--- src/rtl/alu_pipe.sv ---
// alu_pipe: two-stage Hack-style ALU with valid/ready handshake and an
// accumulator operand. S1 holds the accepted operation; S2 holds the result.
// Ports:
//   clk, rst            clock, async active-high reset
//   in_valid/in_ready   operation handshake (c, acc_en, x, y)
//   c[1:6]              zx, nx, zy, ny, f, no
//   acc_en              use accumulator in place of y
//   out_valid/out_ready result handshake (out, zr, ng, cy, ov)
module alu_pipe #(
  parameter int WIDTH = 16
) (
  input  logic             clk,
  input  logic             rst,
  input  logic             in_valid,
  output logic             in_ready,
  input  logic [1:6]       c,
  input  logic             acc_en,
  input  logic [WIDTH-1:0] x,
  input  logic [WIDTH-1:0] y,
  output logic             out_valid,
  input  logic             out_ready,
  output logic [WIDTH-1:0] out,
  output logic             zr,
  output logic             ng,
  output logic             cy,
  output logic             ov
);

  localparam int MSB = WIDTH - 1;

  logic             s1_valid_q;
  logic [1:6]       s1_c_q;
  logic             s1_acc_q;
  logic [WIDTH-1:0] s1_x_q;
  logic [WIDTH-1:0] s1_y_q;

  logic [WIDTH-1:0] acc_q;
  logic             out_valid_q;
  logic [WIDTH-1:0] out_q;
  logic             zr_q;
  logic             ng_q;
  logic             cy_q;
  logic             ov_q;

  logic             s2_free;
  logic             s2_load;
  logic             accept;

  logic [WIDTH-1:0] a;
  logic [WIDTH-1:0] b;
  logic [WIDTH-1:0] sum;
  logic             carry;
  logic [WIDTH-1:0] r;
  logic [WIDTH-1:0] out_d;
  logic             zr_d;
  logic             ng_d;
  logic             cy_d;
  logic             ov_d;

  // S2 can take a new result when it is empty or draining this cycle.
  assign s2_free  = !out_valid_q || out_ready;
  assign s2_load  = s1_valid_q && s2_free;
  assign in_ready = !s1_valid_q || s2_free;
  assign accept   = in_valid && in_ready;

  always_comb begin
    a = s1_c_q[1] ? '0 : s1_x_q;
    a = s1_c_q[2] ? ~a : a;
    // The accumulator already holds the previous result when the
    // dependent op sits in S1, so no forwarding path is needed.
    b = s1_acc_q ? acc_q : s1_y_q;
    b = s1_c_q[3] ? '0 : b;
    b = s1_c_q[4] ? ~b : b;
    {carry, sum} = {1'b0, a} + {1'b0, b};
    r     = s1_c_q[5] ? sum : (a & b);
    out_d = s1_c_q[6] ? ~r : r;
    zr_d  = (out_d == '0);
    ng_d  = out_d[MSB];
    // Flags describe the adder, so they ignore the final inversion.
    cy_d  = s1_c_q[5] & carry;
    ov_d  = s1_c_q[5] & (a[MSB] == b[MSB])
                      & (sum[MSB] != a[MSB]);
  end

  always_ff @(posedge clk or posedge rst) begin
    if (rst) begin
      s1_valid_q <= 1'b0;
      s1_c_q     <= '0;
      s1_acc_q   <= 1'b0;
      s1_x_q     <= '0;
      s1_y_q     <= '0;
    end else begin
      if (in_ready) s1_valid_q <= in_valid;
      if (accept) begin
        s1_c_q   <= c;
        s1_acc_q <= acc_en;
        s1_x_q   <= x;
        s1_y_q   <= y;
      end
    end
  end

  always_ff @(posedge clk or posedge rst) begin
    if (rst) begin
      out_valid_q <= 1'b0;
      out_q       <= '0;
      zr_q        <= 1'b0;
      ng_q        <= 1'b0;
      cy_q        <= 1'b0;
      ov_q        <= 1'b0;
      acc_q       <= '0;
    end else begin
      if (s2_free) out_valid_q <= s1_valid_q;
      if (s2_load) begin
        out_q <= out_d;
        zr_q  <= zr_d;
        ng_q  <= ng_d;
        cy_q  <= cy_d;
        ov_q  <= ov_d;
        acc_q <= out_d;
      end
    end
  end

  assign out_valid = out_valid_q;
  assign out       = out_q;
  assign zr        = zr_q;
  assign ng        = ng_q;
  assign cy        = cy_q;
  assign ov        = ov_q;

endmodule

--- config.mk ---
export PLATFORM = sky130hd
export DESIGN_NAME = alu_pipe
export DESIGN_NICKNAME = d
export VERILOG_FILES = /design/src/rtl/alu_pipe.sv
export SDC_FILE = /design/constraint.sdc
export NUM_CORES = 1
export LEC_CHECK = 0
export CORE_ASPECT_RATIO = 1.4
export CORE_MARGIN = 8
export CORE_UTILIZATION = 49
export DETAILED_ROUTE_END_ITERATION = 6
export GPL_TIMING_DRIVEN = 0
export PLACE_DENSITY = 0.85
export SLEW_MARGIN = 20
export SYNTH_ARGS = -nofsm -noshare
export SYNTH_HDL_FRONTEND = slang
export SYNTH_SLANG_ARGS = --single-unit
--- constraint.sdc ---
create_clock -name clk -period 4.19 [get_ports clk]
set_input_delay 1.257 -clock clk [delete_from_list [all_inputs] [get_ports clk]]
set_output_delay 1.257 -clock clk [all_outputs]
set_load 0.03 [all_outputs]
==> results of run 1 <==
-- final cells by class --
| class | instances | share of cell area |
|---|---|---|
| well taps | 102 | 0.02488 |
| clock inverters | 1 | 0.005854 |
| repair buffers | 67 | 0.1293 |
| flip-flops and latches | 60 | 0.2934 |
| multi-input cells | 298 | 0.4671 |
| clock buffers | 14 | 0.05341 |
| inverters | 9 | 0.007073 |
| plain buffers | 19 | 0.01902 |
-- how the worst max path moves through the flow --
stage / end / cells past startpoint / start / slack (ns)
finish: zr$_DFFE_PP0P_ / 15 / s1_acc_q$_DFFE_PP0P_ / 0.19
global route: zr$_DFFE_PP0P_ / 14 / s1_c_q[3]$_DFFE_PP0P_ / 0.007
CTS: zr$_DFFE_PP0P_ / 15 / s1_c_q[3]$_DFFE_PP0P_ / 0.02
detailed placement: zr$_DFFE_PP0P_ / 16 / s1_acc_q$_DFFE_PP0P_ / -0.55
global placement: zr$_DFFE_PP0P_ / 16 / s1_acc_q$_DFFE_PP0P_ / -0.48
floorplan: zr$_DFFE_PP0P_ / 16 / s1_acc_q$_DFFE_PP0P_ / 0.1
-- Yosys cell counts, types with 4 or more instances --
library cell,count,area (um2)
o21ai_0,19,95.09
nand2b_1,21,131.4
dfrtp_1,60,1501
nor2_1,19,71.32
buf_1,4,15.01
clkbuf_1,15,56.30
inv_1,9,33.78
a31oi_1,4,25.02
xnor2_1,31,271.5
nor3_1,6,30.03
mux2_2,46,518.0
nand2_1,21,78.83
a21oi_1,11,55.05
xor2_1,25,219.0
nand4_1,6,37.54
mux2i_1,23,230.2
ha_1,16,200.2
nand3_1,4,20.02
-- state kept, by name, summed over array words and instances (netlist names) --
register and count:
s1_valid_q 1, cy 1, zr 1, s1_x_q 16, out 16, s1_y_q 16, s1_c_q 6, s1_acc_q 1
ov 1, out_valid 1
-- worst max-delay path: cells and delay by family (launching register included) --
kind                     cells  cell delay [ns]
AO/OA/AOI/OAI                6             1.26
buffers and inverters        1             0.20
flip-flops                   1             0.39
multiplexers                 1             0.19
AND/OR/NAND/NOR              3             0.74
XOR/XNOR                     2             0.40
adder cells (fa/ha/maj)      2             0.74
-- cell families after synthesis --
family / after synthesis
AO/OA/AOI/OAI: 63
XOR/XNOR: 56
adder cells (fa/ha/maj): 17
buffers and inverters: 32
flip-flops: 60
multiplexers: 69
AND/OR/NAND/NOR: 93
-- where the power goes --
part	leakage (nW)	switching, W	internal [W]
sequential	0.708	0.000118	0.000726
clock	0.149	0.000244	0.000505
combinational	1.31	0.00113	0.000925
-- per-stage QoR --
| step | utilization | worst slack, ns |
|---|---|---|
| finish | 0.6371 | 0.1887 |
| global route | 0.6371 | 0.007267 |
| global placement | 0.5955 | -0.4795 |
| floorplan | - | 0.09535 |
| detailed placement | 0.5958 | -0.5519 |
| CTS | 0.6350 | 0.02466 |
-- what timing repair did --
| item | CTS | global route |
|---|---|---|
| buffers inserted | 0 | 3 |
| hold buffers | 0 | 0 |
| setup endpoints to repair | 4 | 2 |
| resized for setup | 7 | 2 |
-- layer usage --
metal  vias up  GRT usage  routed length, um
met5         -          0                  0
met4         0     0.1001                270
met3        21    0.04010                429
met2        82     0.3126               4995
met1      1499     0.2006               3997
li1       1528          -                  -
==> impl_metrics.csv, run 1 <==
group,metric,value,unit
global_routing,grt_usage,0.1801,
setup_path,crit_required,4.43,ns
pwr,finalPower,0.003649,W
yosys,synth-seq-cells,60,
setup_path,criticalPathCategory,"reg -> reg",
setup_path,path_cells,"clkbuf_8 -> mux2i_1 -> nor2_1 -> xor2_1 -> ha_1 -> fa_1 -> a211oi_2 -> o21ai_1 -> and3_1 -> a311oi_1 -> o22ai_1 -> xnor2_1 -> o2111ai_1 -> or4_1 -> o31ai_2",
floorplanning,core_area,8051,um2
sta,finalClockSkew,0.003374,ns
sta,fin_crit,4.001,ns
cells_and_area,nFillCells,656,
clocking,cts-htree-levels,3,
clocking,clk_pin_slew,0.05,ns
global_routing,grt_max_degree,61,
detailed_routing,drt-initial-drc-count,152,
cells_and_area,final_common_cell,"clkdlybuf4s50_1",
pwr,powerDensity,711.3,nW/um2
global_routing,grt_pass1_vias,3254,
yosys,syn_inst,390,
floorplanning,dieArea,11410,um2
clocking,clock_path_buffers,2,
job,cap_violations,0,
place,gp_congestion,0.8855,
sta,setup_viol,0,
sta,clock.fmax,249.9,MHz
detailed_routing,vias,3130,
min_path,hold_start,"cy$_DFFE_PP0P_",
detailed_routing,route.detailed.drc,0,
place,dpl_cell_area,4797,um2
pwr,p_leak,2.163,nW
yosys,synth_compound_area_frac,0.1113,
setup_path,r2r_cells,15,
min_path,hold_depth,2,
yosys,syn-num-nets,450,
place,dp_hpwl,7454,um
global_routing,antenna_found_initial,0,
yosys,synth-simple-area-share,0.1203,
clocking,cts_tree,"built",
yosys,synthMuxAreaShare,0.1859,
floorplanning,die_w,92.60,um
sta,hold_slack,0.4870,ns
sta,post-route-period-util,0.9550,
min_path,min-delay-path-class,"reg -> reg",
cells_and_area,postLayoutCellArea,5130,um2
floorplanning,start_util,0.4999,
clocking,insertion_delay,0.33,ns
sta,drv_slew,0,
yosys,synth_fa_ha_area_frac,0.05471,
setup_path,worstReg2RegEnd,"zr$_DFFE_PP0P_",
setup_path,r2r-start,"s1_acc_q$_DFFE_PP0P_",
setup_path,rrSetupSlack,0.19,ns
sta,worst_slew_pin_slew,0.7182,ns
yosys,synthFlopType,"dfrtp_1",
yosys,ys_warn_count,0,
yosys,synth_top_family_by_area,"multiplexers",
yosys,synth_cell_types,51,
sta,rsz0062_at_grt,"no",
yosys,ys_seq_area_frac,0.3730,
yosys,synthArstFlopShare,1.000,
detailed_routing,wl_per_cell,17.00,um
cells_and_area,multiInputGateArea,2396,um2
global_routing,grt_overflow,0,
setup_path,path_max_fanout,10,
clocking,cts_buffers,9,
floorplanning,io_pins,65,
cells_and_area,antenna_cells,0,
yosys,synth_edf_count,0,
cells_and_area,layout_common_cells,"64 x clkdlybuf4s50_1, 57 x dfrtp_1, 46 x mux2_2",
yosys,avgSynthCellArea,10.32,um2
setup_path,cp_slowest_stage_delay,0.46,ns
yosys,syn-cell-area,4025,um2
min_path,hold_path_end,"cy$_DFFE_PP0P_",
floorplanning,rows,39,
cells_and_area,regArea,1505,um2
detailed_routing,antenna_left,0,
place,dp.cells,556,
setup_path,cp_slowest_cell,"fa_1",
setup_path,startpoint_type,"flip-flop",
setup_path,end_kind,"flip-flop",
cells_and_area,layout.cells.non_filler,570,
setup_path,arrival,4.24,ns
sta,relSlewSlack,0.5212,
sta,finalHoldViolCount,0,
sta,tns,0,ns
clocking,clock-sinks,60,
outcome,status,"finished, final reports clean",
place,port_buffers,64,
clocking,clockRootBuffer,"clkbuf_16",
detailed_routing,drt-total-wl,9692,um
cells_and_area,nets,524,
global_routing,grt_pass1_wl,16080,um
detailed_routing,via_per_inst,5.491,
cells_and_area,drive_gt1_frac,0.1838,
detailed_routing,first_pass_iters,4,
floorplanning,fp.dieH,123.2,um
pwr,ir_worst_vdd,0.3254,mV
cells_and_area,area_growth,27.45,%
yosys,synthXorXnorAreaFrac,0.1219,
(Power assumes the default switching activity.)
==> run 2, diff against run 1 <==
--- a/config.mk
+++ b/config.mk
@@ -11,6 +11,7 @@
 export DETAILED_ROUTE_END_ITERATION = 6
 export GPL_TIMING_DRIVEN = 0
 export PLACE_DENSITY = 0.85
+export RECOVER_POWER = 100
 export SLEW_MARGIN = 20
 export SYNTH_ARGS = -nofsm -noshare
 export SYNTH_HDL_FRONTEND = slang
==> impl_metrics.csv, run 2 (synthesized netlist as in run 1, its figures left out) <==
group,metric,value,unit
outcome,status,"complete, but fails checks",
outcome,violations,"max-capacitance violations, max-slew violations",
sta,tns,0,ns
setup_path,end_kind,"flip-flop",
setup_path,criticalPathCategory,"reg -> reg",
sta,setup_viol,0,
floorplanning,dieArea,11410,um2
detailed_routing,vias,3143,
min_path,min-delay-path-class,"reg -> reg",
cells_and_area,area_growth,27.26,%
global_routing,grt_pass1_vias,3254,
sta,drv_slew,61,
place,gp_congestion,0.8855,
sta,post-route-period-util,0.9568,
floorplanning,die_w,92.60,um
cells_and_area,final_common_cell,"dfrtp_1",
detailed_routing,via_per_inst,5.514,
sta,finalClockSkew,0.003349,ns
clocking,cts_buffers,9,
setup_path,cp_slowest_stage_delay,0.46,ns
cells_and_area,nets,524,
floorplanning,start_util,0.4999,
detailed_routing,drt-initial-drc-count,153,
sta,worst_slew_pin_slew,2.182,ns
clocking,hold_buffers,0,
detailed_routing,drt-total-wl,9693,um
cells_and_area,layout_common_cells,"57 x dfrtp_1, 46 x mux2_2, 40 x clkdlybuf4s50_1",
clocking,clock-sinks,60,
job,cap_violations,1,
setup_path,cp_slowest_cell,"fa_1",
sta,clock.fmax,249.4,MHz
clocking,cts_tree,"built",
setup_path,crit_required,4.43,ns
clocking,clockRootBuffer,"clkbuf_16",
sta,fin_crit,4.009,ns
pwr,ir_worst_vdd,0.3139,mV
cells_and_area,layout.cells.non_filler,570,
setup_path,r2r_cells,15,
clocking,clk_pin_slew,0.05,ns
floorplanning,core_area,8051,um2
global_routing,antenna_found_initial,0,
floorplanning,fp.dieH,123.2,um
global_routing,grt_overflow,0,
clocking,clock_path_buffers,2,
global_routing,grt_usage,0.1801,
place,dp_hpwl,7454,um
setup_path,arrival,4.25,ns
cells_and_area,nFillCells,657,
detailed_routing,route.detailed.drc,0,
setup_path,startpoint_type,"flip-flop",
detailed_routing,first_pass_iters,4,
place,port_buffers,64,
global_routing,grt_max_degree,61,
place,dp.cells,556,
pwr,powerDensity,704.9,nW/um2
cells_and_area,drive_gt1_frac,0.1795,
sta,hold_slack,0.4850,ns
cells_and_area,antenna_cells,0,
clocking,cts-htree-levels,3,
cells_and_area,postLayoutCellArea,5122,um2
sta,finalHoldViolCount,0,
floorplanning,io_pins,65,
min_path,hold_depth,2,
clocking,insertion_delay,0.33,ns
setup_path,path_cells,"clkbuf_8 -> mux2i_1 -> nor2_1 -> xor2_1 -> ha_1 -> fa_1 -> a211oi_2 -> o21ai_1 -> and3_1 -> a311oi_1 -> o22ai_1 -> xnor2_1 -> o2111ai_1 -> or4_1 -> o31ai_2",
floorplanning,rows,39,
sta,rsz0062_at_grt,"no",
detailed_routing,wl_per_cell,17.01,um
setup_path,path_max_fanout,10,
global_routing,grt_pass1_wl,16080,um
place,dpl_cell_area,4797,um2
sta,relSlewSlack,-0.4547,
detailed_routing,antenna_left,0,
pwr,p_leak,2.183,nW
## run 2: cell count changes in the layout (fill, tap and decap cells not counted), sizes merged
cell,delta
buf,-1
dlygate4sd3,+24
clkdlybuf4s50,-24
clkbuf,+1
## run 2: power breakdown
part           total, W  switching (W)  internal, W
clock network  0.000752       0.000247     0.000505
registers      0.000841       0.000114     0.000726
logic           0.00202        0.00113     0.000889
## run 2: cell type report
| type | count | area, um2 | area share |
|---|---|---|---|
| multi-input cells | 298 | 2391 | 0.4668 |
| clock buffers | 14 | 274.0 | 0.05349 |
| well taps | 102 | 127.6 | 0.02491 |
| flip-flops and latches | 60 | 1505 | 0.2938 |
| inverters | 9 | 33.78 | 0.006595 |
| clock inverters | 1 | 30.03 | 0.005862 |
| repair buffers | 67 | 663.1 | 0.1295 |
| plain buffers | 19 | 97.59 | 0.01905 |
## run 2: critical path, delay by kind of cell (launching register included)
kind                       cells  cell delay (ns)
AOI/OAI and AO/OA              6             1.26
adders and majority gates      2             0.74
and+or+nand+nor                3             0.73
xor gates and xnor gates       2             0.40
DFF                            1             0.39
buffers and inverters          1             0.20
muxes                          1             0.19
## run 2: what timing repair did
action / 4_1_cts / 5_1_grt
setup buffers: 0 / 3
endpoints found under the setup margin: 4 / 2
gates resized for setup: 7 / 2
## run 2: metrics by stage
| step | worst slack (ns) | utilization | total power (W) |
|---|---|---|---|
| floorplan | 0.09535 | - | 0.002338 |
| global placement | -0.4795 | 0.5955 | 0.002824 |
| detailed placement | -0.5519 | 0.5958 | 0.002875 |
| CTS | 0.02466 | 0.6350 | 0.003655 |
| global route | 0.01994 | 0.6362 | 0.003853 |
| finish | 0.1812 | 0.6362 | 0.003611 |
## run 2: metal layers
metal  wire [um]  global-route usage  vias to the layer above
met4         283              0.1001                        0
met1        3984              0.2006                     1506
li1            -                   -                     1531
met5           0                   0                        -
met3         445             0.04010                       20
met2        4979              0.3126                       86
## run 2: worst paths after layout
| check | from | to | slack, ns |
|---|---|---|---|
| max | s1_acc_q$_DFFE_PP0P_ | zr$_DFFE_PP0P_ | 0.18 |
| min | cy$_DFFE_PP0P_ | cy$_DFFE_PP0P_ | 0.49 |
| max reg2reg | s1_acc_q$_DFFE_PP0P_ | zr$_DFFE_PP0P_ | 0.18 |
| min reg2reg | cy$_DFFE_PP0P_ | cy$_DFFE_PP0P_ | 0.49 |
| max in group asynchronous | rst | s1_c_q[4]$_DFFE_PP0P_ | 0.66 |
| min in group asynchronous | rst | s1_y_q[13]$_DFFE_PP0P_ | 2.09 |
